### config.mk
export PLATFORM = sky130hd
export DESIGN_NAME = rob_retire
export DESIGN_NICKNAME = d
export VERILOG_FILES = /design/src/rtl/rob_retire.sv
export SDC_FILE = /design/constraint.sdc
export NUM_CORES = 1
export LEC_CHECK = 0
export CORE_MARGIN = 5
export CORE_UTILIZATION = 44
export CTS_CLUSTER_DIAMETER = 100
export DETAILED_ROUTE_END_ITERATION = 7
export PLACE_DENSITY = 0.89
export SLEW_MARGIN = 20
export SYNTH_ARGS = -nofsm -noshare
export SYNTH_HDL_FRONTEND = slang
export SYNTH_SLANG_ARGS = --single-unit
export TNS_END_PERCENT = 1
### constraint.sdc
create_clock -name clk -period 6.9 [get_ports clk]
set_clock_uncertainty 0.05 [all_clocks]
set_input_delay 1.38 -clock clk [delete_from_list [all_inputs] [get_ports clk]]
set_output_delay 1.38 -clock clk [all_outputs]
set_load 0.005 [all_outputs]
### src/rtl/rob_retire.sv
// In-order ROB head retirement with mispredict flush/redirect. head_deq is combinational;
// ARF/RAT writes, redirect and flush are registered (1 cycle). Head is held while not ready or flushing.
module rob_retire #(
  parameter int ROB_ID_WIDTH = 4,
  parameter int ARF_ID_WIDTH = 5,
  parameter int REG_WIDTH    = 32,
  parameter int PC_WIDTH     = 32,
  parameter int FLUSH_CYCLES = 2
) (
  input  logic                    clk,
  input  logic                    rst,
  input  logic                    head_valid,
  input  logic [ROB_ID_WIDTH-1:0] head_rob_id,
  input  logic                    head_dst_valid,
  input  logic [ARF_ID_WIDTH-1:0] head_dst_arf_id,
  input  logic                    head_reg_ready,
  input  logic [REG_WIDTH-1:0]    head_reg_data,
  input  logic                    head_br_mispredict,
  input  logic                    head_ld_mispredict,
  input  logic [PC_WIDTH-1:0]     head_pc,
  input  logic [PC_WIDTH-1:0]     head_redirect_pc,
  output logic                    head_deq,
  output logic                    arf_wr_en,
  output logic [ARF_ID_WIDTH-1:0] arf_wr_id,
  output logic [REG_WIDTH-1:0]    arf_wr_data,
  output logic                    rat_clr_en,
  output logic [ARF_ID_WIDTH-1:0] rat_clr_arf_id,
  output logic [ROB_ID_WIDTH-1:0] rat_clr_rob_id,
  output logic                    flush,
  output logic                    redirect_valid,
  output logic [PC_WIDTH-1:0]     redirect_pc,
  output logic [31:0]             retired_count
);

  typedef enum logic {
    RUN   = 1'b0,
    FLUSH = 1'b1
  } state_e;

  typedef struct packed {
    logic                    en;
    logic [ARF_ID_WIDTH-1:0] arf_id;
    logic [ROB_ID_WIDTH-1:0] rob_id;
    logic [REG_WIDTH-1:0]    data;
  } commit_t;

  localparam logic [3:0] FLUSH_LAST = 4'(FLUSH_CYCLES - 1);

  state_e     state;
  logic [3:0] flush_cnt;
  commit_t    commit_q;

  logic head_ready;
  logic retire;
  logic ld_mp;
  logic br_mp;
  logic mispredict;
  logic writes_dst;

  // Reset also gates the pop so the ROB never loses an entry while rst is high.
  always_comb begin
    head_ready = 1'b0;
    retire     = 1'b0;
    ld_mp      = 1'b0;
    br_mp      = 1'b0;
    mispredict = 1'b0;
    writes_dst = 1'b0;
    head_ready = ~rst & (state == RUN) & head_valid & head_reg_ready;
    retire     = head_ready & ~head_ld_mispredict;
    ld_mp      = head_ready & head_ld_mispredict;
    br_mp      = retire & head_br_mispredict;
    mispredict = ld_mp | br_mp;
    writes_dst = head_dst_valid & (head_dst_arf_id != '0);
  end

  assign head_deq       = head_ready;
  assign arf_wr_en      = commit_q.en;
  assign arf_wr_id      = commit_q.arf_id;
  assign arf_wr_data    = commit_q.data;
  assign rat_clr_en     = commit_q.en;
  assign rat_clr_arf_id = commit_q.arf_id;
  assign rat_clr_rob_id = commit_q.rob_id;

  always_ff @(posedge clk) begin
    if (rst) begin
      state          <= RUN;
      flush_cnt      <= '0;
      flush          <= 1'b0;
      commit_q       <= '0;
      redirect_valid <= 1'b0;
      redirect_pc    <= '0;
      retired_count  <= '0;
    end else begin
      commit_q.en <= retire & writes_dst;
      if (retire & writes_dst) begin
        commit_q.arf_id <= head_dst_arf_id;
        commit_q.rob_id <= head_rob_id;
        commit_q.data   <= head_reg_data;
      end

      // A replaying load re-fetches itself; a committed branch goes to its target.
      redirect_valid <= mispredict;
      if (mispredict) begin
        redirect_pc <= ld_mp ? head_pc : head_redirect_pc;
      end

      if (retire) begin
        retired_count <= retired_count + 32'd1;
      end

      case (state)
        RUN: begin
          if (mispredict) begin
            state     <= FLUSH;
            flush     <= 1'b1;
            flush_cnt <= FLUSH_LAST;
          end
        end
        FLUSH: begin
          if (flush_cnt == 4'd0) begin
            state <= RUN;
            flush <= 1'b0;
          end else begin
            flush_cnt <= flush_cnt - 4'd1;
          end
        end
      endcase
    end
  end

endmodule

==> results.toml, run 1 <==
[critical_path]
critPathKind = "input pin to primary output"
critical_path_required_ns = 5.47
critPathMaxFanout = 109
path_cells = "buf_4 -> nand4bb_1 -> inv_2 -> clkdlybuf4s50_1"
slowest_delay_ns = 0.65
cp-start-kind = "input pin"
worst_setup_path_end_kind = "primary output"
crit_path_top_delay_cell = "inv_2"
crit_arrival_ns = 3.68

[drt]
drt-initial-drc-count = 357
ant_nets = 0
routed_wl_um = 15600
vias = 5076
avgRoutedWirePerCell_um = 16.8
drc = 0
vias_per_cell = 5.48
drtPass1Iterations = 5

[yosys]
syn_area_per_cell_um2 = 8.10
synth_top_family_by_area = "simple AND/OR/NAND/NOR gates"
synth-async-reset-ratio = 0
yosys.area_share.simple = 0.260
synthAdderAreaFrac = 0.00793
yosys-mux-area-fraction = 0.00449
yosys.area_share.xor_xnor = 0.0167
ys_ff_latch = 113
ys_types = 41
synth_area_mm2 = 0.00473
syn-instance-count = 584
synthFlopType = "dfxtp_1"
syn-num-nets = 699
synth_compound_area_frac = 0.173
ys_seq_area_frac = 0.478
synth_enable_flop_cells = 0
yosysWarnings = 0

[sta]
relSlewSlack = 0.263
tns_ns = 0
setup_violations = 0
tightestPinTransition_ns = 1.11
period_share = 0.741
hold_viol = 0
rsz0062_at_grt = "false"
finalCriticalPeriod_ns = 5.11
maxSlewViolCount = 0
clock.fmax_mhz = 196

[cts]
cts-hold-fix-buffers = 0
cts.sinks = 113
clk_latency_ns = 0.50
cts_buffer_depth = 2
clk_pin_slew_ns = 0.06
cts.htree.levels = 4
cts_resized = 0
cts_tree = "done"
numCtsBuffers = 17
cts_setup_buffers = 0
clockRootBuffer = "clkbuf_8"

[finish]
final_core_util = 0.723
fillCellCount = 782
nets = 893
mostFrequentLayoutCells = "clkdlybuf4s50_1 (225), nand2_1 (127), dfxtp_1 (113)"
num_antenna_cells = 0
final_common_cell = "clkdlybuf4s50_1"
area_growth_pct = 59.2
final_layout_size_suffix_gt1_frac = 0.0531

[global_routing]
use_met2 = 0.417
antenna_found_initial = 0
use_met1 = 0.249
grt_pass1_wl_um = 24300
met3_usage = 0.0732
busiest_layer = "met2"
grt_max_degree = 110
gr-total-overflow = 0
grt_pass1_vias = 5057
grtUsageTotal = 0.232

[die]
row_count = 37
die_h_um = 114
die_x_um = 114
dieArea_mm2 = 0.0129
initial_core_util = 0.454
top_level_ports = 227
core_mm2 = 0.0104

[power_and_ir_drop]
power.leakage_nw = 2.51
ir_worst_vdd_mv = 0.143
p_int_mw = 1.32
power.switching_uw = 373
p_comb_frac = 0.089
clkPwrFrac = 0.512
pwr-share-seq = 0.399
sw_frac_of_total = 0.221
power.density_mw_per_mm2 = 224

[placed_design]
place_congestion = 0.840
dp_hpwl_um = 11000
portBuffers = 226

[outcome]
status = "completed"

[hold_path]
worstHoldPathType = "register to register"

[job]
max_cap_viol_count = 0
stage by stage:
step	total power [mW]	instance area, µm²	hold slack, ns	instances	setup WS (ns)
after floorplan	0.735	4730	0.403	584	3.25
after global placement	0.833	6940	0.391	895	1.81
after detailed placement	0.837	6940	0.397	895	1.67
after CTS	1.71	7530	0.406	927	1.80
after global routing	1.75	7530	0.426	927	1.60
final	1.69	7530	0.408	927	1.79
layer usage:
metal | wire length [µm] | vias up
met5 | 0 | -
met4 | 442 | 0
met3 | 1270 | 33
met2 | 7940 | 226
met1 | 5910 | 2360
li1 | - | 2457
sequential cells by signal, summed over array words and instances, names as in the netlist, 4 cells and up:
| register | cells |
|---|---|
| rat_clr_rob_id | 4 |
| redirect_pc | 32 |
| arf_wr_id | 5 |
| arf_wr_data | 32 |
| flush_cnt | 4 |
| retired_count | 32 |
power groups by stage:
stage / registers [mW] / clock network (mW) / logic [mW]
floorplan: 0.688 / 0 / 0.0472
global placement: 0.687 / 0 / 0.146
detailed placement: 0.688 / 0 / 0.149
CTS: 0.674 / 0.881 / 0.150
global route: 0.675 / 0.913 / 0.162
finish: 0.674 / 0.866 / 0.150
layout make-up:
cell class                      count  area (µm²)  area share
Clock inverter                     13         161      0.0214
Clock buffer                       19         432      0.0573
Inverter                           10        38.8     0.00515
Timing Repair Buffer              228        2270       0.302
Tap cell                          136         170      0.0226
Multi-Input combinational cell    408        2200       0.291
Sequential cell                   113        2260       0.300
synth_stat cells, types with 4 or more instances:
cell | number | area, µm²
a21oi_1 | 64 | 320
a311oi_1 | 32 | 280
and4_1 | 4 | 35.0
buf_4 | 6 | 45.0
clkbuf_1 | 40 | 150
dfxtp_1 | 113 | 2260
inv_1 | 7 | 26.3
nand2_1 | 128 | 480
nand3_1 | 47 | 235
nand4_1 | 5 | 31.3
nor2_1 | 43 | 161
nor3_1 | 4 | 20.0
nor4_1 | 4 | 25.0
o21ai_0 | 6 | 30.0
o31ai_1 | 16 | 120
or3_1 | 8 | 50.1
or4_1 | 17 | 128
xnor2_1 | 6 | 52.6
cell families (layout without fill, tap and decap cells):
kind of cell	after synthesis	in the layout
simple gates	268	268
compound gates	126	126
flops	113	113
buf+inv	63	270
xor+xnor	9	9
fa+ha+maj	3	3
mux	2	2
critical path: cells and delay by family:
family,cells,cell delay [ns]
and+or+nand+nor,1,0.58
buffers and inverters,3,1.69
path summary, 6_finish.rpt:
| path | from | to | slack (ns) | depth (start not counted) |
|---|---|---|---|---|
| worst max-delay path | rst | head_deq | 1.79 | 4 |
| worst max register to register | state | arf_wr_id[4] | 3.56 | 7 |
| worst min register to register | arf_wr_data[23] | arf_wr_data[23] | 0.41 | 2 |
| worst min-delay path | arf_wr_data[23] | arf_wr_data[23] | 0.41 | 2 |
Power figures use the tool's default switching activity.
==> inputs of run 2 (changes only) <==
Settings changed: CORE_UTILIZATION 44 to 41, PLACE_DENSITY 0.89 to 0.84.
Clock period 6.9 ns to 4.9 ns, I/O delays scaled along.
==> run 2 against run 1 <==
  * Die area up 6.7%
  * Clock power up 44%
  * Utilization down 5.7 points
  * Non-clock buffer count up 3
  * Largest power group unchanged
  * Highest routed layer unchanged
==> results.toml, run 2 (synthesis gave the netlist of run 1 again) <==
[finish]
final_common_cell = "clkdlybuf4s50_1"
num_antenna_cells = 0
mostFrequentLayoutCells = "clkdlybuf4s50_1 (225), nand2_1 (128), dfxtp_1 (113)"
area_growth_pct = 60.1
final_layout_size_suffix_gt1_frac = 0.0554
nets = 896

[critical_path]
critPathKind = "input pin to primary output"
crit_start = "rst"
reg2reg_depth = 6
worst_setup_path_end_kind = "primary output"
critPathMaxFanout = 50
reg2reg_slack_ns = 2.03
timing.rr.start = "state"
critical_path_required_ns = 3.87
crit_arrival_ns = 2.67
cp-start-kind = "input pin"

[sta]
finalCriticalPeriod_ns = 3.70
maxSlewViolCount = 0
relSlewSlack = 0.283
rsz0062_at_grt = "false"
clock.fmax_mhz = 270
tightestPinTransition_ns = 1.07
hold_viol = 0
period_share = 0.756
hold_slack_ns = 0.401
setup_violations = 0
tns_ns = 0

[hold_path]
holdCritStartpoint = "rat_clr_rob_id[0]"
whs_path_depth = 2
worstHoldPathType = "register to register"

[power_and_ir_drop]
design_power_total_mw = 2.42
ir_worst_vdd_mv = 0.230
power.density_mw_per_mm2 = 319
power.leakage_nw = 2.55

[die]
row_count = 39
initial_core_util = 0.416
top_level_ports = 227
dieArea_mm2 = 0.0138
die_x_um = 117
core_mm2 = 0.0114
die_h_um = 117

[cts]
clockRootBuffer = "clkbuf_16"
cts_buffer_depth = 2
clk_latency_ns = 0.40
cts_tree = "done"
cts_setup_buffers = 0
cts.sinks = 113
numCtsBuffers = 17
cts_resized = 0
clk_pin_slew_ns = 0.05
cts-hold-fix-buffers = 0
cts.htree.levels = 4

[placed_design]
place_congestion = 0.806
dp_hpwl_um = 11100
portBuffers = 226

[job]
max_cap_viol_count = 0

[drt]
drc = 0
vias_per_cell = 5.45
vias = 5110
ant_nets = 0
drtPass1Iterations = 4
avgRoutedWirePerCell_um = 16.7
drt-initial-drc-count = 400
routed_wl_um = 15700

[global_routing]
grt_pass1_wl_um = 24800
grt_max_degree = 69
busiest_layer = "met2"
gr-total-overflow = 0
antenna_found_initial = 0
grt_pass1_vias = 4982
grtUsageTotal = 0.215
met3_usage = 0.0698
use_met2 = 0.365
use_met1 = 0.249

[outcome]
status = "completed"
-- run 2: final cells by class --
cell class              instances  area (µm²)
flip-flops and latches        113        2260
repair buffers                231        2300
fillers                       905        3790
inverters                      10        37.5
clock buffers                  22         474
multi-input cells             408        2190
well taps                     143         179
clock inverters                10         133
-- run 2: per-layer routing --
metal | vias up | wire length [µm]
li1 | 2464 | -
met1 | 2398 | 6350
met4 | 0 | 347
met5 | - | 0
met3 | 27 | 1170
met2 | 221 | 7810
-- run 2: report_power, final --
part	switching, mW	total [mW]	internal [mW]
combinational	0.0829	0.213	0.130
sequential	0.0105	0.949	0.939
clock	0.418	1.25	0.836
total	0.511	2.42	1.90
-- run 2: worst max-delay path: stages --
cell and delay, ns:
buf_4 0.26, nand4bb_1 0.54, inv_2 0.31, clkdlybuf4s50_1 0.55
-- run 2: final timing paths --
path,end
worst min register to register,rat_clr_rob_id[0]
worst max register to register,redirect_pc[6]
worst max-delay path,head_deq
worst min-delay path,rat_clr_rob_id[0]
-- run 2: per-stage QoR --
stage / instances / area [µm²] / setup WS (ns) / util
6_report: 937 / 7580 / 1.20 / 0.666
5_1_grt: 937 / 7580 / 1.11 / 0.666
4_1_cts: 937 / 7580 / 1.23 / 0.666
3_5_place_dp: 905 / 6970 / 1.03 / 0.613
3_3_place_gp: 905 / 6970 / 1.16 / 0.613
2_1_floorplan: 584 / 4730 / 2.00 / -
